### config.mk
export PLATFORM = sky130hd
export DESIGN_NAME = adc_bcd_display_flat
export DESIGN_NICKNAME = d
export VERILOG_FILES = /design/src/rtl/adc_bcd_display_if.sv /design/src/rtl/adc_bcd_display.sv /design/src/flat_wrapper.sv
export SDC_FILE = /design/constraint.sdc
export NUM_CORES = 1
export LEC_CHECK = 0
export ABC_AREA = 0
export BUFFER_PORTS_ARGS = -buffer_cell sky130_fd_sc_hd__buf_2
export CAP_MARGIN = 20
export CORE_MARGIN = 1
export CORE_UTILIZATION = 58
export DETAILED_ROUTE_END_ITERATION = 10
export GPL_ROUTABILITY_DRIVEN = 0
export PLACE_DENSITY = 0.85
export SYNTH_ARGS = -nofsm -noshare
export SYNTH_HDL_FRONTEND = slang
export SYNTH_SLANG_ARGS = --single-unit
### constraint.sdc
create_clock -name clk -period 2 [get_ports clk]
set_input_delay 0.4 -clock clk [delete_from_list [all_inputs] [get_ports clk]]
set_output_delay 0.4 -clock clk [all_outputs]
set_load 0.01 [all_outputs]
### src/rtl/adc_bcd_display_if.sv
// Conversion-side bus of adc_bcd_display: load strobe and value in,
// BCD result, status flags and busy out.
interface adc_bcd_display_if;
    logic        load;
    logic [15:0] value;
    logic        busy;
    logic [15:0] bcd;
    logic        bcd_valid;
    logic        over_range;
    logic        overrun;

    modport master (
        output load, value,
        input  busy, bcd, bcd_valid, over_range, overrun
    );

    modport slave (
        input  load, value,
        output busy, bcd, bcd_valid, over_range, overrun
    );
endinterface

### src/rtl/adc_bcd_display.sv
// Clamps a millivolt value to 0..9999, converts it to BCD with a sequential
// double-dabble engine and scans the digits onto a 4-digit common-anode display.
module adc_bcd_display #(
    parameter int DIGIT_REFRESH_COUNT = 100000,
    parameter int DP_POS              = 3
) (
    input  logic                clk,
    input  logic                reset_n,
    adc_bcd_display_if.slave    conv,
    output logic [3:0]          an,
    output logic [6:0]          seg,
    output logic                dp
);

    typedef enum logic [1:0] {
        IDLE  = 2'd0,
        SHIFT = 2'd1,
        DONE  = 2'd2
    } state_t;

    localparam int                 CW           = (DIGIT_REFRESH_COUNT > 1) ? $clog2(DIGIT_REFRESH_COUNT) : 1;
    localparam logic [CW-1:0]      REFRESH_LAST = CW'(DIGIT_REFRESH_COUNT - 1);
    localparam logic [1:0]         DP_IDX       = 2'(DP_POS);
    localparam logic               DP_RESET     = (DP_POS == 0) ? 1'b0 : 1'b1;
    localparam logic [15:0]        VALUE_MAX    = 16'd9999;

    state_t      state_q;
    state_t      state_d;
    logic        start;
    logic        shift_en;
    logic        publish;

    logic [15:0] bin_q;
    logic [15:0] scratch_q;
    logic [15:0] scratch_adj;
    logic [4:0]  iter_q;
    logic        clamp_q;

    logic [CW-1:0] refresh_q;
    logic [1:0]    index_q;
    logic [3:0]    digit;

    // Conversion FSM: state register
    always_ff @(posedge clk or negedge reset_n) begin
        if (!reset_n) begin
            state_q <= IDLE;
        end else begin
            state_q <= state_d;
        end
    end

    always_comb begin
        state_d  = state_q;
        start    = 1'b0;
        shift_en = 1'b0;
        publish  = 1'b0;
        case (state_q)
            IDLE: begin
                if (conv.load) begin
                    start   = 1'b1;
                    state_d = SHIFT;
                end
            end
            SHIFT: begin
                shift_en = 1'b1;
                if (iter_q == 5'd15) begin
                    state_d = DONE;
                end
            end
            DONE: begin
                publish = 1'b1;
                state_d = IDLE;
            end
            default: state_d = IDLE;
        endcase
    end

    // Add-3 correction is applied before the shift in the same cycle.
    always_comb begin
        scratch_adj = scratch_q;
        for (int unsigned i = 0; i < 4; i++) begin
            if (scratch_q[4*i +: 4] >= 4'd5) begin
                scratch_adj[4*i +: 4] = scratch_q[4*i +: 4] + 4'd3;
            end
        end
    end

    always_ff @(posedge clk or negedge reset_n) begin
        if (!reset_n) begin
            bin_q           <= '0;
            scratch_q       <= '0;
            iter_q          <= '0;
            clamp_q         <= 1'b0;
            conv.bcd        <= '0;
            conv.bcd_valid  <= 1'b0;
            conv.over_range <= 1'b0;
            conv.overrun    <= 1'b0;
            conv.busy       <= 1'b0;
        end else begin
            conv.bcd_valid <= publish;
            conv.busy      <= (state_d != IDLE);
            if (conv.load && (state_q != IDLE)) begin
                conv.overrun <= 1'b1;
            end
            if (start) begin
                bin_q     <= (conv.value > VALUE_MAX) ? VALUE_MAX : conv.value;
                clamp_q   <= (conv.value > VALUE_MAX);
                scratch_q <= '0;
                iter_q    <= '0;
            end
            if (shift_en) begin
                scratch_q <= {scratch_adj[14:0], bin_q[15]};
                bin_q     <= {bin_q[14:0], 1'b0};
                iter_q    <= iter_q + 5'd1;
            end
            if (publish) begin
                conv.bcd        <= scratch_q;
                conv.over_range <= clamp_q;
            end
        end
    end

    function automatic logic [6:0] seg_decode(input logic [3:0] d);
        logic [6:0] s;
        case (d)
            4'd0:    s = 7'h40;
            4'd1:    s = 7'h79;
            4'd2:    s = 7'h24;
            4'd3:    s = 7'h30;
            4'd4:    s = 7'h19;
            4'd5:    s = 7'h12;
            4'd6:    s = 7'h02;
            4'd7:    s = 7'h78;
            4'd8:    s = 7'h00;
            4'd9:    s = 7'h10;
            default: s = 7'h7F;
        endcase
        return s;
    endfunction

    assign digit = conv.bcd[{index_q, 2'b00} +: 4];

    // Display scan runs continuously; outputs lag the index by one register stage.
    always_ff @(posedge clk or negedge reset_n) begin
        if (!reset_n) begin
            refresh_q <= '0;
            index_q   <= '0;
            an        <= 4'b1110;
            seg       <= 7'h40;
            dp        <= DP_RESET;
        end else begin
            if (refresh_q == REFRESH_LAST) begin
                refresh_q <= '0;
                index_q   <= index_q + 2'd1;
            end else begin
                refresh_q <= refresh_q + 1'b1;
            end
            an  <= ~(4'b0001 << index_q);
            seg <= seg_decode(digit);
            dp  <= (index_q != DP_IDX);
        end
    end

endmodule

### src/flat_wrapper.sv
// flat-port wrapper written by rule: the top's interface ports become plain ports
module adc_bcd_display_flat 
#(
    parameter int DIGIT_REFRESH_COUNT = 100000,
    parameter int DP_POS              = 3
)
  (clk, reset_n, an, seg, dp, conv_load, conv_value, conv_busy, conv_bcd, conv_bcd_valid, conv_over_range, conv_overrun);
  adc_bcd_display_if conv_i ();
  input  logic clk;
  input  logic reset_n;
  output logic [3:0] an;
  output logic [6:0] seg;
  output logic dp;
  input wire logic [$bits(conv_i.load)-1:0] conv_load;
  input wire logic [$bits(conv_i.value)-1:0] conv_value;
  output wire logic [$bits(conv_i.busy)-1:0] conv_busy;
  output wire logic [$bits(conv_i.bcd)-1:0] conv_bcd;
  output wire logic [$bits(conv_i.bcd_valid)-1:0] conv_bcd_valid;
  output wire logic [$bits(conv_i.over_range)-1:0] conv_over_range;
  output wire logic [$bits(conv_i.overrun)-1:0] conv_overrun;
  assign conv_i.load = conv_load;
  assign conv_i.value = conv_value;
  assign conv_busy = conv_i.busy;
  assign conv_bcd = conv_i.bcd;
  assign conv_bcd_valid = conv_i.bcd_valid;
  assign conv_over_range = conv_i.over_range;
  assign conv_overrun = conv_i.overrun;
  adc_bcd_display #(.DIGIT_REFRESH_COUNT(DIGIT_REFRESH_COUNT), .DP_POS(DP_POS)) u_core (.clk(clk), .reset_n(reset_n), .conv(conv_i), .an(an), .seg(seg), .dp(dp));
endmodule
Yosys cells after proc, flatten, opt, wreduce, memory -nomap -nowiden

Memories as Yosys holds them, arrays and structs flattened. A register that Yosys moved wholly into a read port is not among the register bits.
Cells that the tools add are included.

Register bits: 84
Bits in read-only memories: 112
Input bits: 19
Output and inout bits: 32
Word-level logic and storage cells: 60
Memories: 1

Add/subtract/negate cells: 7
Magnitude comparators: 5
Eq/ne operators: 5
Shift-type cells: 2
Mux-type cells: 19
Bitwise gates (word level): 1
Reduce and logical (&&, ||, !) cells: 6

Memory list:

| memory           | words | width | read ports | clocked after memory_dff | wr ports | line                   | RTL |
|---|---|---|---|---|---|---|---|
| (name not given) | 16    | 7     | 1          | 1                        | 0        | adc_bcd_display.sv:125 | `case (d)` |

Operators by type and width:

| kind                  | number |
|---|---|
| $mux 16               | 5 |
| $add 17x1->17 const B | 1 |
| $eq 17x17->1 const B  | 1 |
| $mux 17               | 1 |
| $ge 4x3->1 const B    | 4 |
| $gt 16x14->1 const B  | 1 |
| $shiftx 16x5->4       | 1 |
| $add 4x2->4 const B   | 3 |
| $mux 4                | 3 |
| $mux 5                | 2 |
| $reduce_bool 2->1     | 3 |
| $add 5x1->5 const B   | 1 |
| $eq 5x4->1 const B    | 1 |
| $mux 1                | 4 |
| $mux 2                | 2 |
| $not 4->4             | 1 |
| $pmux 2 s2            | 1 |
| $shl 1x2->4 const A   | 1 |
| $add 3x2->3 const B   | 1 |
| $mux 3                | 1 |
| $add 2x1->2 const B   | 1 |
| $eq 2x1->1 const B    | 1 |
| $eq 2x2->1 const B    | 1 |
| $logic_not 2->1       | 1 |
| other kinds (3)       | 3 |

Longest topological paths before layout

Gate-level depths: netlist of run 1.

Depth after elaboration: 4
Mapped depth: 7
Mapped depth without buffers: 6

Worst setup path after synthesis of run 1

OpenSTA, ideal clock, no wires.

Path type: flip-flop to flip-flop
Start: register u_core.index_q[0]
End: register u_core.seg[0]
Setup time: 0.123 ns
Arrival: 1.690 ns
Required time: 1.877 ns
Path slack: 0.187 ns
Stages on the path, launching flop included: 7
Path buffers: 1
Clock period less this slack: 1.813 ns
Cell sequence: dfrtp_1 -> buf_2 -> mux4_2 -> ha_1 -> or2_0 -> a21oi_1 -> nor2_1

Word-level cells in the longest chain between the ends: 1

Ends and longest elaborated chain:

| what                   | line                   | RTL |
|---|---|---|
| start, declared        | adc_bcd_display.sv:40  | `logic [1:0] index_q;` |
| start signal, assigned | adc_bcd_display.sv:154 | `index_q <= index_q + 2'd1;` |
| $shiftx 16x5->4        | adc_bcd_display.sv:141 | `assign digit = conv.bcd[{index_q, 2'b00} +: 4];` |
| end, declared          | adc_bcd_display.sv:11  | `output logic [6:0] seg,` |

Every way passes these cells.
A chain may end at the register's enable or synchronous reset.

Final worst setup path of run 1

Ends and elaborated chain as after synthesis.

==> reports/results.ini, run 1 <==
[floorplan]
ioPinCount = 51
die_width_um = 87.2
die_h_um = 87.2
fp-row-count = 30
dieArea_um2 = 7600
initial_core_util = 0.609
core-area_um2 = 6910

[clock_tree]
clk_pin_slew_ns = 0.10
cts_hold_buffers = 0
post_cts_resize_count = 0
cts_tree = done
root_buffer = clkbuf_8
clock_latency_ns = 0.37
postCtsSetupRepairBufs = 0
cts_buffers = 9
htreeDepth = 3
cts.sink_count = 90
clockBufferDepth = 2

[sta]
finalMaxSlewViolations = 0
finalSetupViolations = 0
max_clock_freq_mhz = 522
finClkSkew_ns = 0.00792
slew_headroom = 0.579
layout_min_cycle_time_ns = 1.92
tns_ns = 0
timing.final.crit_share = 0.959
rsz0062_at_grt = false
worstMarginPinSlew_ns = 0.626
hold_viol = 0

[logic_synthesis]
synth_area_per_cell_um2 = 10.7
synth_warnings = 0
synth-edff-count = 0
synthesis.nets = 434
syn_area_um2 = 4210
synth-seq-area-share = 0.536
synth-main-ff-cell = dfrtp_1
ys_ff_latch = 90
postSynthCellCount = 395
synth.distinct_cells = 42
synthArstFlopShare = 1.00

[setup_path]
required_ns = 2.26
critPathMaxStageDelay_ns = 0.61
start_kind = register
path_cells = buf_4 -> mux4_2 -> or2_0 -> a21oi_1 -> nor2_1
crit_path_top_delay_cell = mux4_2
critPathMaxFanout = 11
cp_data_arrival_time_ns = 2.18
path_class = register to register
reg2reg_depth = 5
critPathCaptureType = register

[detailed_routing]
dr.pass1.iters = 4
vias = 3088
viasPerCell = 5.62
drt_iter0_drc = 180
ant_nets = 0
wl_per_cell_um = 14.9
drc = 0
drt_wl_total_um = 8160

[power_and_ir_drop]
peakVddDrop_mv = 0.801
power.leakage_nw = 2.25
power_density_nw_per_um2 = 1350

[cells_and_area]
syn2layout_area_growth_pct = 14.2
fillCellCount = 527
final_common_cell = dfrtp_1
nets = 487
layout-drive-gt1-share = 0.230
fin_cells = 549
diodes = 0
final_cell_mix = 86 x dfrtp_1, 49 x buf_2, 44 x o21ai_0

[placement]
io_buffers = 50
post-place-cells = 533
hpwl_um = 5600

[grt]
grt_overflow = 0
grt_max_degree = 91
antenna_found_initial = 0
grt_usage = 0.236
grt_pass1_wl_um = 13600
grt_pass1_vias = 2933

[outcome]
status = completed

[min_path]
holdCritPathClass = primary input to async pin

[run]
max-cap-violations = 0

[path summary, 6_finish.rpt]
check / start / end / slack, ns
max: u_core.index_q[0]$_DFFE_PN0N_ / u_core.seg[0]$_DFF_PN0_ / 0.08
max reg2reg: u_core.index_q[0]$_DFFE_PN0N_ / u_core.seg[0]$_DFF_PN0_ / 0.08
min: reset_n / u_core.refresh_q[15]$_DFF_PN0_ / 0.06
max in group asynchronous: reset_n / u_core.conv.overrun$_DFFE_PN0P_ / 1.58
min in group clk: conv_value[6] / u_core.bin_q[6]$_DFFE_PN0P_ / 0.28
min reg2reg: u_core.conv.overrun$_DFFE_PN0P_ / u_core.conv.overrun$_DFFE_PN0P_ / 0.47
[cells in the mapped netlist, types with 7 or more instances]
| cell type | n | share of area |
|---|---|---|
| nand2_1 | 37 | 0.033 |
| nor3_1 | 7 | 0.0083 |
| xor2_1 | 9 | 0.019 |
| o21ai_0 | 44 | 0.052 |
| a21oi_1 | 13 | 0.015 |
| nand2b_1 | 11 | 0.016 |
| nand3_1 | 21 | 0.025 |
| nor2_1 | 24 | 0.021 |
| dfrtp_1 | 86 | 0.51 |
| o32ai_1 | 8 | 0.017 |
| ha_1 | 20 | 0.059 |
| inv_1 | 21 | 0.019 |
| mux2_2 | 13 | 0.035 |
| xnor2_1 | 12 | 0.025 |
| clkbuf_1 | 14 | 0.012 |
[area by class of cell]
type	count	area [µm²]	area share
Clock buffer	9	124	0.0258
Clock inverter	7	81.3	0.0169
Inverter	21	78.8	0.0164
Multi-Input combinational cell	265	1800	0.374
Sequential cell	90	2260	0.470
Tap cell	96	120	0.0250
Timing Repair Buffer	61	348	0.0724
[where the power goes]
group / total, W / switching, W / internal [W] / leakage [nW]
Clock: 0.00130 / 0.000700 / 0.000598 / 0.101
Combinational: 0.00238 / 0.00133 / 0.00105 / 1.02
Sequential: 0.00281 / 0.000409 / 0.00240 / 1.13
Total: 0.00649 / 0.00244 / 0.00405 / 2.25
[stage by stage]
step	util	hold slack (ns)	instance area (µm²)	total power, W	worst slack (ns)
CTS	0.696	0.0675	4810	0.00653	0.0869
detailed placement	0.666	0.450	4600	0.00522	0.106
finish	0.696	0.0576	4810	0.00649	0.0830
floorplan	-	0.104	4210	0.00441	0.187
global route	0.696	0.0866	4810	0.00696	0.0113
global placement	0.666	0.443	4600	0.00508	0.204
[kinds of logic after synthesis]
logic type	synth area share
AOI/OAI and AO/OA	0.109
adders and majority gates	0.0595
and+or+nand+nor	0.156
muxes	0.0586
buffers and inverters	0.0375
xor gates and xnor gates	0.0437
DFF	0.536
[state kept, by name, summed over array words and instances, names as in the netlist]
name,cells
u_core.conv.bcd,16
u_core.index_q,2
u_core.conv.over_range,1
u_core.bin_q,16
u_core.conv.busy,1
u_core.seg,7
u_core.refresh_q,17
u_core.conv.overrun,1
u_core.an,4
u_core.clamp_q,1
u_core.state_q,2
u_core.scratch_q,16
u_core.conv.bcd_valid,1
u_core.iter_q,5
[critical path, delay by kind of cell, from the launching register on]
kind            cells  cell delay, ns
compound gates      1            0.21
buf+inv             1            0.19
mux                 1            0.61
simple gates        2            0.31
flops               1            0.50
[metal layers]
| metal | vias up | track usage | routed length (µm) |
|---|---|---|---|
| met5 | - | 0 | 0 |
| met4 | 0 | 0.0879 | 114 |
| met3 | 9 | 0.0531 | 405 |
| met2 | 86 | 0.394 | 4080 |
| met1 | 1510 | 0.303 | 3560 |
| li1 | 1483 | - | - |
Power figures use the tool's default switching activity.
==> inputs of run 2 (changes only) <==
--- a/config.mk
+++ b/config.mk
@@ -8,6 +8,7 @@
 export ABC_AREA = 0
 export BUFFER_PORTS_ARGS = -buffer_cell sky130_fd_sc_hd__buf_2
 export CAP_MARGIN = 20
+export CORE_ASPECT_RATIO = 1.75
 export CORE_MARGIN = 1
 export CORE_UTILIZATION = 58
 export DETAILED_ROUTE_END_ITERATION = 10
==> run 2 against run 1 <==
Compared with the run above:
- clock skew decreased by 0.0029 ns
- global-route usage up 3.6 points
- first-iteration DRC count up 84%
- clock-buffer cell count rose by 2
- critical path type unchanged
- critical path depth is the same
- largest cell class unchanged
- worst hold slack worse by 0.056 ns
==> reports/results.ini, run 2 (synthesized netlist as in run 1, its figures left out) <==
[outcome]
status = completed  ; unchanged

[cells_and_area]
final_cell_mix = 86 x dfrtp_1, 49 x buf_2, 44 x o21ai_0  ; unchanged
max_flop_register = u_core.refresh_q  ; unchanged
layout-drive-gt1-share = 0.228  ; was 0.230
multiInputGateArea_um2 = 1800  ; unchanged
final_common_cell = dfrtp_1  ; unchanged
fillCellCount = 506  ; was 527
nets = 486  ; was 487
seqCellArea_um2 = 2260  ; unchanged
diodes = 0  ; unchanged
largest_register_ffs = 17  ; unchanged
syn2layout_area_growth_pct = 16.0  ; was 14.2%
final_area_um2 = 4880  ; was 4810 µm²

[clock_tree]
clockBufferDepth = 2  ; unchanged
post_cts_resize_count = 0  ; unchanged
clock_latency_ns = 0.34  ; was 0.37 ns
cts_tree = done  ; unchanged
cts.sink_count = 90  ; unchanged
clk_pin_slew_ns = 0.06  ; was 0.10 ns
postCtsSetupRepairBufs = 0  ; unchanged
root_buffer = clkbuf_16  ; was clkbuf_8
htreeDepth = 3  ; unchanged
cts_buffers = 9  ; unchanged
cts_hold_buffers = 0  ; unchanged

[detailed_routing]
viasPerCell = 5.84  ; was 5.62
dr.pass1.iters = 5  ; was 4
drt_iter0_drc = 332  ; was 180
ant_nets = 0  ; unchanged
vias = 3130  ; was 3088
drt_wl_total_um = 9140  ; was 8160 µm
drc = 0  ; unchanged
wl_per_cell_um = 17.1  ; was 14.9 µm

[setup_path]
critPathMaxStageDelay_ns = 0.61  ; about the same
critPathCaptureType = register  ; unchanged
cp_data_arrival_time_ns = 2.08  ; was 2.18 ns
crit_path_top_delay_cell = mux4_2  ; unchanged
required_ns = 2.22  ; was 2.26 ns
start_kind = register  ; unchanged
path_class = register to register  ; unchanged
startpoint = u_core.index_q[0]$_DFFE_PN0N_  ; unchanged
critPathMaxFanout = 11  ; unchanged
r2r-start = u_core.index_q[0]$_DFFE_PN0N_  ; unchanged
path_cells = buf_4 -> mux4_2 -> or2_0 -> a21oi_1 -> nor2_1  ; unchanged

[run]
max-cap-violations = 0  ; unchanged

[power_and_ir_drop]
peakVddDrop_mv = 1.19  ; was 0.801 mV
power.leakage_nw = 2.30  ; was 2.25 nW
power_density_nw_per_um2 = 1420  ; was 1350 nW/µm²

[placement]
io_buffers = 50  ; unchanged
place_area_um2 = 4580  ; was 4600 µm²
hpwl_um = 6110  ; was 5600 µm

[sta]
timing.final.crit_share = 0.927  ; was 0.959
hold_viol = 0  ; unchanged
whs_ns = 0.00119  ; was 0.0576 ns
finClkSkew_ns = 0.00504  ; was 0.00792 ns
tns_ns = 0  ; unchanged
worstMarginPinSlew_ns = 0.642  ; was 0.626 ns
rsz0062_at_grt = false  ; unchanged
slew_headroom = 0.569  ; was 0.579
layout_min_cycle_time_ns = 1.85  ; was 1.92 ns
finalSetupViolations = 0  ; unchanged
finalMaxSlewViolations = 0  ; unchanged
max_clock_freq_mhz = 539  ; was 522 MHz

[grt]
grt_max_degree = 42  ; was 91
top_usage_layer = met2  ; unchanged
gr-usage-met2 = 0.484  ; was 0.394
grt_overflow = 0  ; unchanged
grt_pass1_vias = 3222  ; was 2933
antenna_found_initial = 0  ; unchanged
use_met1 = 0.300  ; was 0.303
use_met3 = 0.0588  ; was 0.0531
grt_pass1_wl_um = 15300  ; was 13600 µm
grt_usage = 0.272  ; was 0.236

[floorplan]
fp-row-count = 40  ; was 30
core-area_um2 = 6960  ; was 6910 µm²
initial_core_util = 0.605  ; was 0.609
die_width_um = 66.4  ; was 87.2 µm
dieArea_um2 = 7610  ; was 7600 µm²
ioPinCount = 51  ; unchanged
die_h_um = 115  ; was 87.2 µm

[min_path]
holdCritPathClass = primary input to async pin  ; unchanged

## run 2: cell types whose count changed in the layout (fill, tap and decap cells not counted), sizes merged
cell,delta
buf,-1
clkbuf,+2
clkinv,+2
inv,-4
## run 2: final cells by class
class                      count  area share
sequential                    90       0.462
multi-input combinational    265       0.368
timing repair buffer          60      0.0697
clock buffer                  11      0.0518
tap                           84      0.0215
inverter                      21      0.0161
clock inverter                 5      0.0108
## run 2: final timing paths
check | end | slack (ns) | depth (start not counted)
setup / recovery | u_core.seg[0]$_DFF_PN0_ | 0.15 | 5
hold / removal | u_core.refresh_q[0]$_DFF_PN0_ | 0.001 | 1
setup reg to reg | u_core.seg[0]$_DFF_PN0_ | 0.15 | 5
hold reg to reg | u_core.conv.overrun$_DFFE_PN0P_ | 0.47 | 1
max in group asynchronous | u_core.clamp_q$_DFFE_PN0P_ | 1.39 | 2
min in group clk | u_core.bin_q[4]$_DFFE_PN0P_ | 0.32 | 2
## run 2: power breakdown
group	total, W	switching (W)	leakage, nW	internal, W
combinational	0.00237	0.00135	1.01	0.00101
sequential	0.00286	0.000452	1.13	0.00241
clock	0.00171	0.000678	0.151	0.00103
## run 2: stage by stage
step | total power, W | utilization | cells | setup slack (ns)
floorplan | 0.00441 | - | 395 | 0.187
global placement | 0.00505 | 0.658 | 520 | 0.214
detailed placement | 0.00520 | 0.658 | 520 | 0.0863
CTS | 0.00697 | 0.702 | 536 | 0.154
global route | 0.00739 | 0.702 | 536 | 0.0869
finish | 0.00693 | 0.702 | 536 | 0.145
## run 2: worst max-delay path: cells and delay by family (launching register included)
kind	cells	cell delay [ns]
and+or+nand+nor	2	0.32
buffers and inverters	1	0.19
muxes	1	0.61
DFF	1	0.44
AOI/OAI and AO/OA	1	0.19
## run 2: layer usage
metal	share of wire	wire length [µm]	up-vias
li1	-	-	1474
met1	0.37	3350	1537
met2	0.56	5110	98
met3	0.049	446	21
met4	0.026	237	0
met5	0	0	-
